File: config.mk
export PLATFORM = sky130hd
export DESIGN_NAME = alu_share_arbiter
export DESIGN_NICKNAME = d
export VERILOG_FILES = /design/src/rtl/alu_share_arbiter.sv
export SDC_FILE = /design/constraint.sdc
export NUM_CORES = 1
export LEC_CHECK = 0
export ABC_AREA = 0
export ABC_CLOCK_PERIOD_IN_PS = 5400
export CORE_MARGIN = 2
export CORE_UTILIZATION = 45
export CTS_CLUSTER_SIZE = 20
export DETAILED_ROUTE_END_ITERATION = 8
export GPL_TIMING_DRIVEN = 0
export PLACE_DENSITY = 0.85
export SLEW_MARGIN = 20
export SYNTH_ARGS = -nofsm -noshare
export SYNTH_HDL_FRONTEND = slang
export SYNTH_SLANG_ARGS = --single-unit
export TNS_END_PERCENT = 10
File: constraint.sdc
create_clock -name clk -period 5.4 [get_ports clk]
set_input_delay 1.08 -clock clk [delete_from_list [all_inputs] [get_ports clk]]
set_output_delay 1.08 -clock clk [all_outputs]
set_load 0.005 [all_outputs]
File: src/rtl/alu_share_arbiter.sv
// Round-robin front end that time-shares one clock-gated ALU among NUM_REQ requesters.
// The ALU enable is raised only while an operation is in flight; idle cycles are counted.
module alu_share_arbiter #(
  parameter int NUM_REQ = 4,
  parameter int DATA_W  = 4,
  parameter int OP_W    = 3,
  parameter int ALU_LAT = 1,
  parameter int CNT_W   = 16
) (
  input  logic                      clk,
  input  logic                      reset,
  input  logic [NUM_REQ-1:0]        req_valid,
  output logic [NUM_REQ-1:0]        req_ready,
  input  logic [NUM_REQ*DATA_W-1:0] req_a,
  input  logic [NUM_REQ*DATA_W-1:0] req_b,
  input  logic [NUM_REQ*OP_W-1:0]   req_op,
  output logic [NUM_REQ-1:0]        rsp_valid,
  input  logic [NUM_REQ-1:0]        rsp_ready,
  output logic [DATA_W-1:0]         rsp_result,
  output logic                      rsp_zero,
  output logic                      alu_enable,
  output logic [DATA_W-1:0]         alu_a,
  output logic [DATA_W-1:0]         alu_b,
  output logic [OP_W-1:0]           alu_op,
  input  logic [DATA_W-1:0]         alu_result,
  input  logic                      alu_zero,
  output logic                      busy,
  output logic [CNT_W-1:0]          gated_cycles,
  output logic [1:0]                o_dbg_state
);

  localparam int IDX_W = (NUM_REQ > 1) ? $clog2(NUM_REQ) : 1;

  localparam logic [1:0] S_IDLE    = 2'd0;
  localparam logic [1:0] S_ISSUE   = 2'd1;
  localparam logic [1:0] S_CAPTURE = 2'd2;
  localparam logic [1:0] S_RESP    = 2'd3;

  logic [1:0]        r_state;
  logic [IDX_W-1:0]  r_last;
  logic [IDX_W-1:0]  r_owner;
  logic [2:0]        r_lat_cnt;
  logic [DATA_W-1:0] r_a;
  logic [DATA_W-1:0] r_b;
  logic [OP_W-1:0]   r_op;
  logic [DATA_W-1:0] r_rsp_result;
  logic              r_rsp_zero;
  logic [CNT_W-1:0]  r_gated;

  logic              w_found;
  logic [IDX_W-1:0]  w_win;
  logic [IDX_W-1:0]  w_cand;
  logic [DATA_W-1:0] w_a;
  logic [DATA_W-1:0] w_b;
  logic [OP_W-1:0]   w_op;
  logic              w_grant;
  logic              w_rsp_hs;

  // Handshakes: a request transfers when req_valid[i] && req_ready[i] on a rising edge;
  // a response transfers when rsp_valid[owner] && rsp_ready[owner]. ready never waits on valid
  // of the other channel, and valid, once raised, holds until its transfer.

  // Search starts just past the last winner so every requester gets a turn.
  always_comb begin
    w_found = 1'b0;
    w_win   = '0;
    w_cand  = '0;
    for (int k = 1; k <= NUM_REQ; k++) begin
      w_cand = IDX_W'((int'(r_last) + k) % NUM_REQ);
      if (!w_found && req_valid[w_cand]) begin
        w_found = 1'b1;
        w_win   = w_cand;
      end
    end
  end

  always_comb begin
    w_a  = '0;
    w_b  = '0;
    w_op = '0;
    for (int i = 0; i < NUM_REQ; i++) begin
      if (w_win == IDX_W'(i)) begin
        w_a  = req_a[i*DATA_W +: DATA_W];
        w_b  = req_b[i*DATA_W +: DATA_W];
        w_op = req_op[i*OP_W +: OP_W];
      end
    end
  end

  assign w_grant  = (r_state == S_IDLE) && w_found;
  assign w_rsp_hs = (r_state == S_RESP) && rsp_ready[r_owner];

  always_comb begin
    req_ready = '0;
    rsp_valid = '0;
    for (int i = 0; i < NUM_REQ; i++) begin
      req_ready[i] = w_grant && (w_win == IDX_W'(i));
      rsp_valid[i] = (r_state == S_RESP) && (r_owner == IDX_W'(i));
    end
  end

  always_ff @(posedge clk or posedge reset) begin
    if (reset) begin
      r_state      <= S_IDLE;
      r_last       <= IDX_W'(NUM_REQ - 1);
      r_owner      <= '0;
      r_lat_cnt    <= '0;
      r_a          <= '0;
      r_b          <= '0;
      r_op         <= '0;
      r_rsp_result <= '0;
      r_rsp_zero   <= 1'b0;
    end else begin
      case (r_state)
        S_IDLE: begin
          if (w_grant) begin
            r_a       <= w_a;
            r_b       <= w_b;
            r_op      <= w_op;
            r_last    <= w_win;
            r_owner   <= w_win;
            r_lat_cnt <= 3'(ALU_LAT - 1);
            r_state   <= S_ISSUE;
          end
        end
        S_ISSUE: begin
          if (r_lat_cnt == 3'd0) r_state <= S_CAPTURE;
          else                   r_lat_cnt <= r_lat_cnt - 3'd1;
        end
        S_CAPTURE: begin
          r_rsp_result <= alu_result;
          r_rsp_zero   <= alu_zero;
          r_state      <= S_RESP;
        end
        default: begin
          if (w_rsp_hs) r_state <= S_IDLE;
        end
      endcase
    end
  end

  // Saturates rather than wraps so long idle stretches never read as short ones.
  always_ff @(posedge clk or posedge reset) begin
    if (reset) begin
      r_gated <= '0;
    end else if (!alu_enable && (r_gated != {CNT_W{1'b1}})) begin
      r_gated <= r_gated + 1'b1;
    end
  end

  assign alu_enable   = (r_state == S_ISSUE);
  assign busy         = (r_state != S_IDLE);
  assign alu_a        = r_a;
  assign alu_b        = r_b;
  assign alu_op       = r_op;
  assign rsp_result   = r_rsp_result;
  assign rsp_zero     = r_rsp_zero;
  assign gated_cycles = r_gated;
  assign o_dbg_state  = r_state;

endmodule

### Yosys cells after proc, flatten, opt, wreduce, memory -nomap -nowiden

Index checks and enable logic that the tools add are counted.

| storage, ports and cells | value |
|---|---|
| memories | 0 |
| latch bits | 0 |
| input bits | 59 |
| ROM bits | 0 |
| memory bits (writable) | 0 |
| register bits after elaboration | 41 |

| cells by class | value |
|---|---|
| mux-type cells | 37 |
| multiply operators | 0 |
| $add $sub $neg | 6 |
| reduce and logical (&&, ||, !) cells | 28 |
| divide/modulo/power cells | 0 |
| order comparisons | 5 |
| equal/unequal tests | 13 |
| shifts and indexed selects | 0 |
| bitwise operators | 0 |

Operators with widths:

| operator | number |
|---|---|
| two-way mux 4 bit | 8 |
| two-way mux 3 bit | 6 |
| adder 16 x 1 -> 16 bit (second input constant) | 1 |
| != test 16 bit (second input constant) | 1 |
| < comparator 2 x 3 -> 1 bit (second input constant) | 5 |
| logical AND 1 bit | 14 |
| two-way mux 2 bit | 7 |
| == test 2 bit (second input constant) | 6 |
| binary-select mux 1 bit (select 2 bit) | 5 |
| two-way mux 1 bit | 9 |
| == test 2 x 1 -> 1 bit (second input constant) | 3 |
| zero test 2 bit | 3 |
| one-hot mux 2 bit (3 select lines) | 1 |
| one-hot mux 3 bit (2 select lines) | 1 |
| AND reduction 3 bit | 2 |
| adder 2 x 1 -> 2 bit (second input constant) | 2 |
| adder 2 bit (second input constant) | 2 |
| zero test 1 bit | 4 |
| != test 2 bit (second input constant) | 2 |
| nonzero test 2 bit | 2 |
| nonzero test 4 bit | 1 |
| zero test 3 bit | 1 |
| subtractor 3 x 1 -> 3 bit (second input constant) | 1 |
| != test 2 x 1 -> 1 bit (second input constant) | 1 |
| AND reduction 2 bit | 1 |

### Depth between registers and ports, before layout

Gate-level depths: netlist of run 1.

| depth | value |
|---|---|
| depth after elaboration | 18 |
| mapped depth | 8 |
| depth with buffers taken out | 7 |

### Worst setup path before layout of run 1

OpenSTA, ideal clock, no wires.

| timing | value |
|---|---|
| path kind | input-to-output |
| start point | input req_valid[1] |
| end point | output req_ready[2] |
| cell stages on the path | 4 |
| data required time | 4.320 ns |
| setup slack | 2.243 ns |
| path buffers | 1 |
| arrival time | 2.077 ns |
| path through | o41ai_4 > nand2b_1 > buf_2 > nor2_1 |

| between the ends | value |
|---|---|
| word-level cells in the longest chain between the ends | 14 |
| elaborated cells between the ends (all ways) | 25 |
| classes of those cells | 1 x eq/ne; 16 x mux; 8 x reduce/logical |

RTL lines:

| element | line | RTL |
|---|---|---|
| start: declaration | 12 | `input logic [NUM_REQ-1:0] req_valid,` |
| binary-select mux 1 bit (select 2 bit) | 70 | `if (!w_found && req_valid[w_cand]) begin` |
| two-way mux 1 bit (implied by the code) | 70 |  |
| two-way mux 1 bit | 70 |  |
| zero test 1 bit | 70 |  |
| logical AND 1 bit | 70 |  |
| two-way mux 1 bit | 70 |  |
| zero test 1 bit | 70 |  |
| logical AND 1 bit | 70 |  |
| two-way mux 1 bit | 70 |  |
| zero test 1 bit | 70 |  |
| logical AND 1 bit | 70 |  |
| two-way mux 2 bit / two-way mux 1 bit (equally long branches) | 70 |  |
| == test 2 bit / logical AND 1 bit (equally long branches) | 97, 90 |  |
| logical AND 1 bit (*) | 97 | `req_ready[i] = w_grant && (w_win == IDX_W'(i));` |
| end: declaration | 13 | `output logic [NUM_REQ-1:0] req_ready,` |

Every way passes the cells marked *; elsewhere a longest branch is shown, timed or not. The select of a mux whose other input is x is not followed.

### Worst setup path in the final report of run 1

Ends and elaborated chain as after synthesis.

==> results of run 1 <==
state kept, by name (all words and copies together), names as in the netlist:
| signal | cells |
|---|---|
| o_dbg_state | 2 |
| alu_b | 4 |
| rsp_result | 4 |
| alu_a | 4 |
| gated_cycles | 16 |
| r_lat_cnt | 3 |
| alu_op | 3 |
| rsp_zero | 1 |
| r_owner | 2 |
| r_last | 2 |
worst max path at each step:
stage	cells past startpoint	slack [ns]	from	endpoint
floorplan	4	2.24	req_valid[1]	req_ready[2]
global placement	6	0.94	req_valid[1]	req_ready[2]
detailed placement	6	0.90	req_valid[1]	req_ready[2]
CTS	6	0.89	req_valid[1]	req_ready[2]
global route	6	0.75	req_valid[1]	req_ready[2]
finish	6	0.91	req_valid[1]	req_ready[2]
Yosys cell counts, types with 2 or more instances:
library cell  number
nand2b_1           5
dfstp_2            2
nand3_1            6
clkbuf_1           2
mux2i_1           24
mux2_2             5
nand2_1           29
nor4b_1            2
inv_1              9
dfrtp_1           39
buf_2              3
nor2_1            18
nand4_1            3
o21bai_1           2
o221ai_1          12
nor3_1             4
xnor2_1            5
ha_1               8
o21ai_0            4
a21oi_1            7
xor2_1             8
nor2b_1            4
stage by stage:
stage                     power, mW  utilization  worst slack, ns  hold slack [ns]
after global routing           1.73        0.703            0.755            0.514
after detailed placement       1.40        0.684            0.896            0.459
after floorplan                1.01            -             2.24            0.440
after CTS                      1.62        0.703            0.886            0.473
final                          1.60        0.703            0.912            0.470
after global placement         1.37        0.680            0.937            0.455
metal layers:
metal	wire length (um)	track usage
met5	0	0
met2	3050	0.357
met1	2530	0.277
met3	351	0.0489
met4	51	0.0507
cell type report:
cell class,count,area share
clock buffer,5,0.0194
inverter,9,0.00953
buffer,8,0.0159
clock inverter,3,0.00706
multi-input combinational,165,0.340
timing repair buffer,103,0.294
sequential,41,0.290
tap,70,0.0247
power breakdown:
part	internal (mW)	switching, mW
Sequential	0.435	0.112
Clock	0.0933	0.114
Combinational	0.486	0.362
kinds of logic after synthesis:
logic type                 Yosys count
and+or+nand+nor                     81
DFF                                 41
AOI/OAI and AO/OA                   32
muxes                               31
buffers and inverters               17
xor gates and xnor gates            13
adders and majority gates            8
==> results.md, run 1 <==
* P_leak at 1.57 nW
* WHS Endpoint: r_lat_cnt[0]
* Vias in the first global route at 2016
* Drt pass-1 iters at 4
* Layout Nets at 400
* Startpoint Class: primary input
* Fin cells at roughly 400
* Final hold vios at 0
* Least-Margin Pin Slew at 0.702 ns
* Global-route wire length before repair at roughly 9200 um
* Clock Pin Slew Worst Setup and Hold Paths at 0.09 ns
* I/O pin total at 103
* Most common cell on crit path: clkdlybuf4s50_1
* Post-Syn Area at 2320 um2
* Crit path max fanout at 10
* Num Clock Sinks at 41
* Xor and xnor area share after synthesis at 0.0490
* GPL Wtd Cong at 0.859
* Fraction of registers with async set/reset at 1.00
* Worst vdd ir at 0.273 mV
* WL/cell at 14.8 um
* Reg2Reg Setup Slack at 3.10 ns
* WHS Path Cells at 1
* CP Capture Type: output pin
* HP Start: r_lat_cnt[0]
* Register area at about 1000 um2
* Slew headroom at 0.526
* Post-Route WL at ~6000 um
* Worst-case reg-to-reg path depth at 6
* Post-route cell area at 3540 um2
* Placed Instances at 396
* Multi-input combinational cell area at 1200 um2
* Post-synthesis simple-gate area fraction at 0.174
* Post-synthesis cell type count at between 40 and 50
* Port bufs at ~100
* Final clock skew at 0.00652 ns
* Syn Inst Count at ~220
* HPWL Detailed at 4620 um
* Yosys top cell by area: dfrtp_1
* H-tree depth at 2
* Die width at 75.8 um
* Die Span Y at 75.8 um
* DRC errors left at 0
* Die footprint at ~5800 um2
* DR iter-0 viols at 79
* Core Rows at 26
* CP peak stage delay at just under 0.7 ns
* Placed cell areas at 3450 um2
* EDFF count, synth at 0
* Syn nets at 290
* # fillers at 399
* Area growth from synthesis to layout at 52.6%
* Mux contribution to synthesized area at 0.142
* Avg Vias per Cell at around 5.1
* Register area share after synthesis at 0.443
* Antenna cells at 0
* Fin crit share at 0.831
* RSZ-0062 raised after global routing: false
* Initial antenna violation count at 0
* Final setup TNS at 0 ns
* Gr usage total at 0.212
* Slew Limit Fails at 0
* CP cell instances: clkdlybuf4s50_1 > o41ai_4 > nand2b_1 > buf_2 > nor2_1 > clkdlybuf4s50_1
* Synth Area in Adders at 0.0431
* Critical Path RT at 4.32 ns
* Fmax at 0.223 GHz
* Top cells by area, synth: dfrtp_1 42%, mux2i_1 10%, nand2_1 4.7%
* Initial Util at 0.461
* Largest family of logic cells by synthesized area: simple AND/OR/NAND/NOR gates
* Kind of critical path: in -> out
* Yosys top cell area share at 0.420
* Min cycle time layout at 4.49 ns
* Sum of buffers and inverters on the critical path at 3
* Skew-Pair Late Insertion Delay at about 0.29 ns
* Yosys reg bits at about 40
* Slowest cell on crit path: o41ai_4
* Most frequent cells in the layout: 102 x clkdlybuf4s50_1, 39 x dfrtp_1, 29 x nand2_1
* Largest buffer count on any clock path at 2
* # setup viols final at 0
* Outcome: finished clean
* R2R Path Start: o_dbg_state[0]
* Global route overflow at 0
* Total CTS buffers at 5
* Worst min-delay path category: reg -> reg
* Pwr/cell area at 452 nW/um2
* Synth Area in Compound Gates at 0.110
* Most common library cell in the layout ignoring fill and taps: clkdlybuf4s50_1
* CTS tree: done
* PostCTS Resize Cnt at 0
* CORE AREA at 5040 um2
* Ys flop type: dfrtp_1
* Post-CTS Setup Bufs at 0
* Number of max-cap violations at 0
* Critical path's top delay family: buffers and inverters
* Syn_area_per_cell at 10.4 um2
* Layout cell share with drive strength beyond 1 at 0.0928
* CTS root buf: clkbuf_8
* Largest net degree at the start of global routing at 34
* R2r endpoint: o_dbg_state[1]
* Warnings from Yosys at 0
* Post-route ant nets at 0
* Via count at 2057
* CP arrival at 3.41 ns
* Hold Buf Count CTS at 0
No activity file was read; power rests on OpenSTA's default activity.
==> inputs of run 2 (changes only) <==
--- a/config.mk
+++ b/config.mk
@@ -6,13 +6,13 @@
 export NUM_CORES = 1
 export LEC_CHECK = 0
 export ABC_AREA = 0
-export ABC_CLOCK_PERIOD_IN_PS = 5400
+export ABC_CLOCK_PERIOD_IN_PS = 3600
 export CORE_MARGIN = 2
-export CORE_UTILIZATION = 45
+export CORE_UTILIZATION = 38
 export CTS_CLUSTER_SIZE = 20
 export DETAILED_ROUTE_END_ITERATION = 8
 export GPL_TIMING_DRIVEN = 0
-export PLACE_DENSITY = 0.85
+export PLACE_DENSITY = 0.77
 export SLEW_MARGIN = 20
 export SYNTH_ARGS = -nofsm -noshare
 export SYNTH_HDL_FRONTEND = slang
==> constraint.sdc (replaced) <==
create_clock -name clk -period 3.6 [get_ports clk]
set_input_delay 0.72 -clock clk [delete_from_list [all_inputs] [get_ports clk]]
set_output_delay 0.72 -clock clk [all_outputs]
set_load 0.005 [all_outputs]
==> run 2 against run 1 <==
Net effect: register-to-register slack worse by 1.8 ns; largest power group unchanged; die area grew 17%; highest routed layer unchanged; critical path type unchanged; flip-flop and latch count is the same; clock-buffer cell count grew 1; global-route usage decreased by 3.9 points; cell area up 1.1%; largest cell class unchanged; core utilization decreased by 9.8 points; via count up 1.3%; final cell count up 2.2%; clock skew about the same; setup slack worse by 0.82 ns.
==> results.md, run 2 (synthesized netlist as in run 1, its figures left out) <==
* Global route overflow at 0 (unchanged)
* Fin util at 0.605 (was 0.703)
* Worst Hold Slack at 0.481 ns (was 0.470 ns)
* WHS Path Cells at 1 (unchanged)
* Number of max-cap violations at 0 (unchanged)
* Final clock skew at 0.00621 ns (was 0.00652 ns)
* Most common library cell in the layout ignoring fill and taps: clkdlybuf4s50_1 (unchanged)
* Critical Path RT at 2.88 ns (was 4.32 ns)
* Outcome: finished clean (unchanged)
* Worst min-delay path category: reg -> reg (unchanged)
* Num Clock Sinks at 41 (unchanged)
* Port bufs at 102 (unchanged)
* CTS root buf: clkbuf_8 (unchanged)
* Vias in the first global route at 1943 (was 2016)
* Drt pass-1 iters at 4 (unchanged)
* Post-Route WL at 5800 um (was 5990 um)
* Most frequent cells in the layout: 100 x clkdlybuf4s50_1, 39 x dfrtp_1, 29 x nand2_1 (was 102 x clkdlybuf4s50_1, 39 x dfrtp_1, 29 x nand2_1)
* Slew headroom at 0.520 (was 0.526)
* Layout Nets at 404 (was 400)
* Setup ws final at 0.0895 ns (was 0.912 ns)
* Core Rows at 28 (was 26)
* Kind of critical path: in -> out (unchanged)
* Setup WS pre-CTS at -0.114 ns (was 0.896 ns)
* Crit path max fanout at 10 (unchanged)
* Initial Util at 0.392 (was 0.461)
* CORE AREA at 5920 um2 (was 5040 um2)
* Least-Margin Pin Slew at 0.711 ns (was 0.702 ns)
* Area growth from synthesis to layout at 54.4% (was 52.6%)
* DR iter-0 viols at 69 (was 79)
* CTS tree: done (unchanged)
* Final hold vios at 0 (unchanged)
* Post-route ant nets at 0 (unchanged)
* Global-route wire length before repair at 8910 um (was 9230 um)
* Layout cell share with drive strength beyond 1 at 0.104 (was 0.0928)
* Max reg flops at 16 (unchanged)
* Die footprint at 6750 um2 (was 5750 um2)
* Placed cell areas at 3460 um2 (was 3450 um2)
* Slew Limit Fails at 0 (unchanged)
* Pwr/cell area at 675 nW/um2 (was 452 nW/um2)
* HPWL Detailed at 4530 um (was 4620 um)
* Gr usage total at 0.173 (was 0.212)
* Fmax at between 0.2 and 0.3 GHz
* # setup viols final at 0 (unchanged)
* Overall power at 2.42 mW (was 1.60 mW)
* P_leak at 1.60 nW (was 1.57 nW)
* DRC errors left at 0 (unchanged)
* GPL Wtd Cong at 0.821 (was 0.859)
* Clock Pin Slew Worst Setup and Hold Paths at 0.08 ns (was 0.09 ns)
* Initial antenna violation count at 0 (unchanged)
* RSZ-0062 raised after global routing: false (unchanged)
* Largest net degree at the start of global routing at 27 (was 34)
* I/O pin total at 103 (unchanged)
* Largest buffer count on any clock path at 2 (unchanged)
* CP Capture Type: output pin (unchanged)
* # fillers at 528 (was 399)
* Skew-Pair Late Insertion Delay at 0.29 ns (about the same)
* Antenna cells at 0 (unchanged)
* Min cycle time layout at 3.51 ns
* Via count at 2083 (was 2057)
* Post-route cell area at 3580 um2 (was 3540 um2)
* WL/cell at 14.0 um (was 14.8 um)
* Fin crit share at 0.975
* Worst vdd ir at 0.329 mV (was 0.273 mV)
* Die width at 82.2 um (was 75.8 um)
* Startpoint Class: primary input (unchanged)
* CP arrival at 2.79 ns (was 3.41 ns)
* H-tree depth at 2 (unchanged)
* Worst-case reg-to-reg path depth at 6 (unchanged)
* Avg Vias per Cell at 5.04 (was 5.09)
* Die Span Y at 82.2 um (was 75.8 um)
* Total CTS buffers at 5 (unchanged)
==> run 2: area by class of cell <==
| type | instances | area, um2 | area share |
|---|---|---|---|
| Inverter | 9 | 33.8 | 0.00942 |
| Clock buffer | 6 | 82.6 | 0.0230 |
| Clock inverter | 2 | 13.8 | 0.00384 |
| Tap cell | 75 | 93.8 | 0.0262 |
| Multi-Input combinational cell | 165 | 1200 | 0.336 |
| Buffer | 8 | 56.3 | 0.0157 |
| Timing Repair Buffer | 107 | 1070 | 0.299 |
| Sequential cell | 41 | 1030 | 0.287 |
==> run 2: final timing paths <==
path                                 from             end  slack [ns]
min                          r_lat_cnt[0]    r_lat_cnt[0]        0.48
min in group asynchronous           reset        alu_b[0]        0.73
max                          req_valid[0]    req_ready[0]        0.09
max reg2reg                o_dbg_state[0]  o_dbg_state[1]        1.29
min reg2reg                  r_lat_cnt[0]    r_lat_cnt[0]        0.48
max in group asynchronous           reset  o_dbg_state[0]        2.41
==> run 2: repair_timing <==
action                     4_1_cts  5_1_grt
hold buffers                     0        0
setup endpoints to repair        4        3
pin swaps                        1        0
gates resized for setup          1        1
buffers inserted                 2        2
==> run 2: stage by stage <==
step / std cells / setup TNS (ns)
finish: 413 / 0
global route: 413 / 0
CTS: 411 / 0
detailed placement: 401 / -0.241
global placement: 400 / -0.207
floorplan: 223 / 0
==> run 2: routing by layer <==
metal	wire length [um]	global-route usage	vias up
li1	-	-	1025
met1	2360	0.208	988
met2	3010	0.306	62
met3	371	0.0391	8
met4	58	0.0550	0
met5	0	0	-
==> run 2: report_power, final <==
part	total [mW]	switching, mW	internal, mW
clock	0.315	0.160	0.155
sequential	0.814	0.160	0.653
combinational	1.29	0.540	0.753
==> run 2: critical path: stages <==
cell and delay (ns):
clkdlybuf4s50_1 0.58, a21oi_1 0.09, a31oi_1 0.15, a21oi_1 0.10
or2_2 0.32, buf_2 0.21, nor2_1 0.12, clkdlybuf4s50_1 0.51
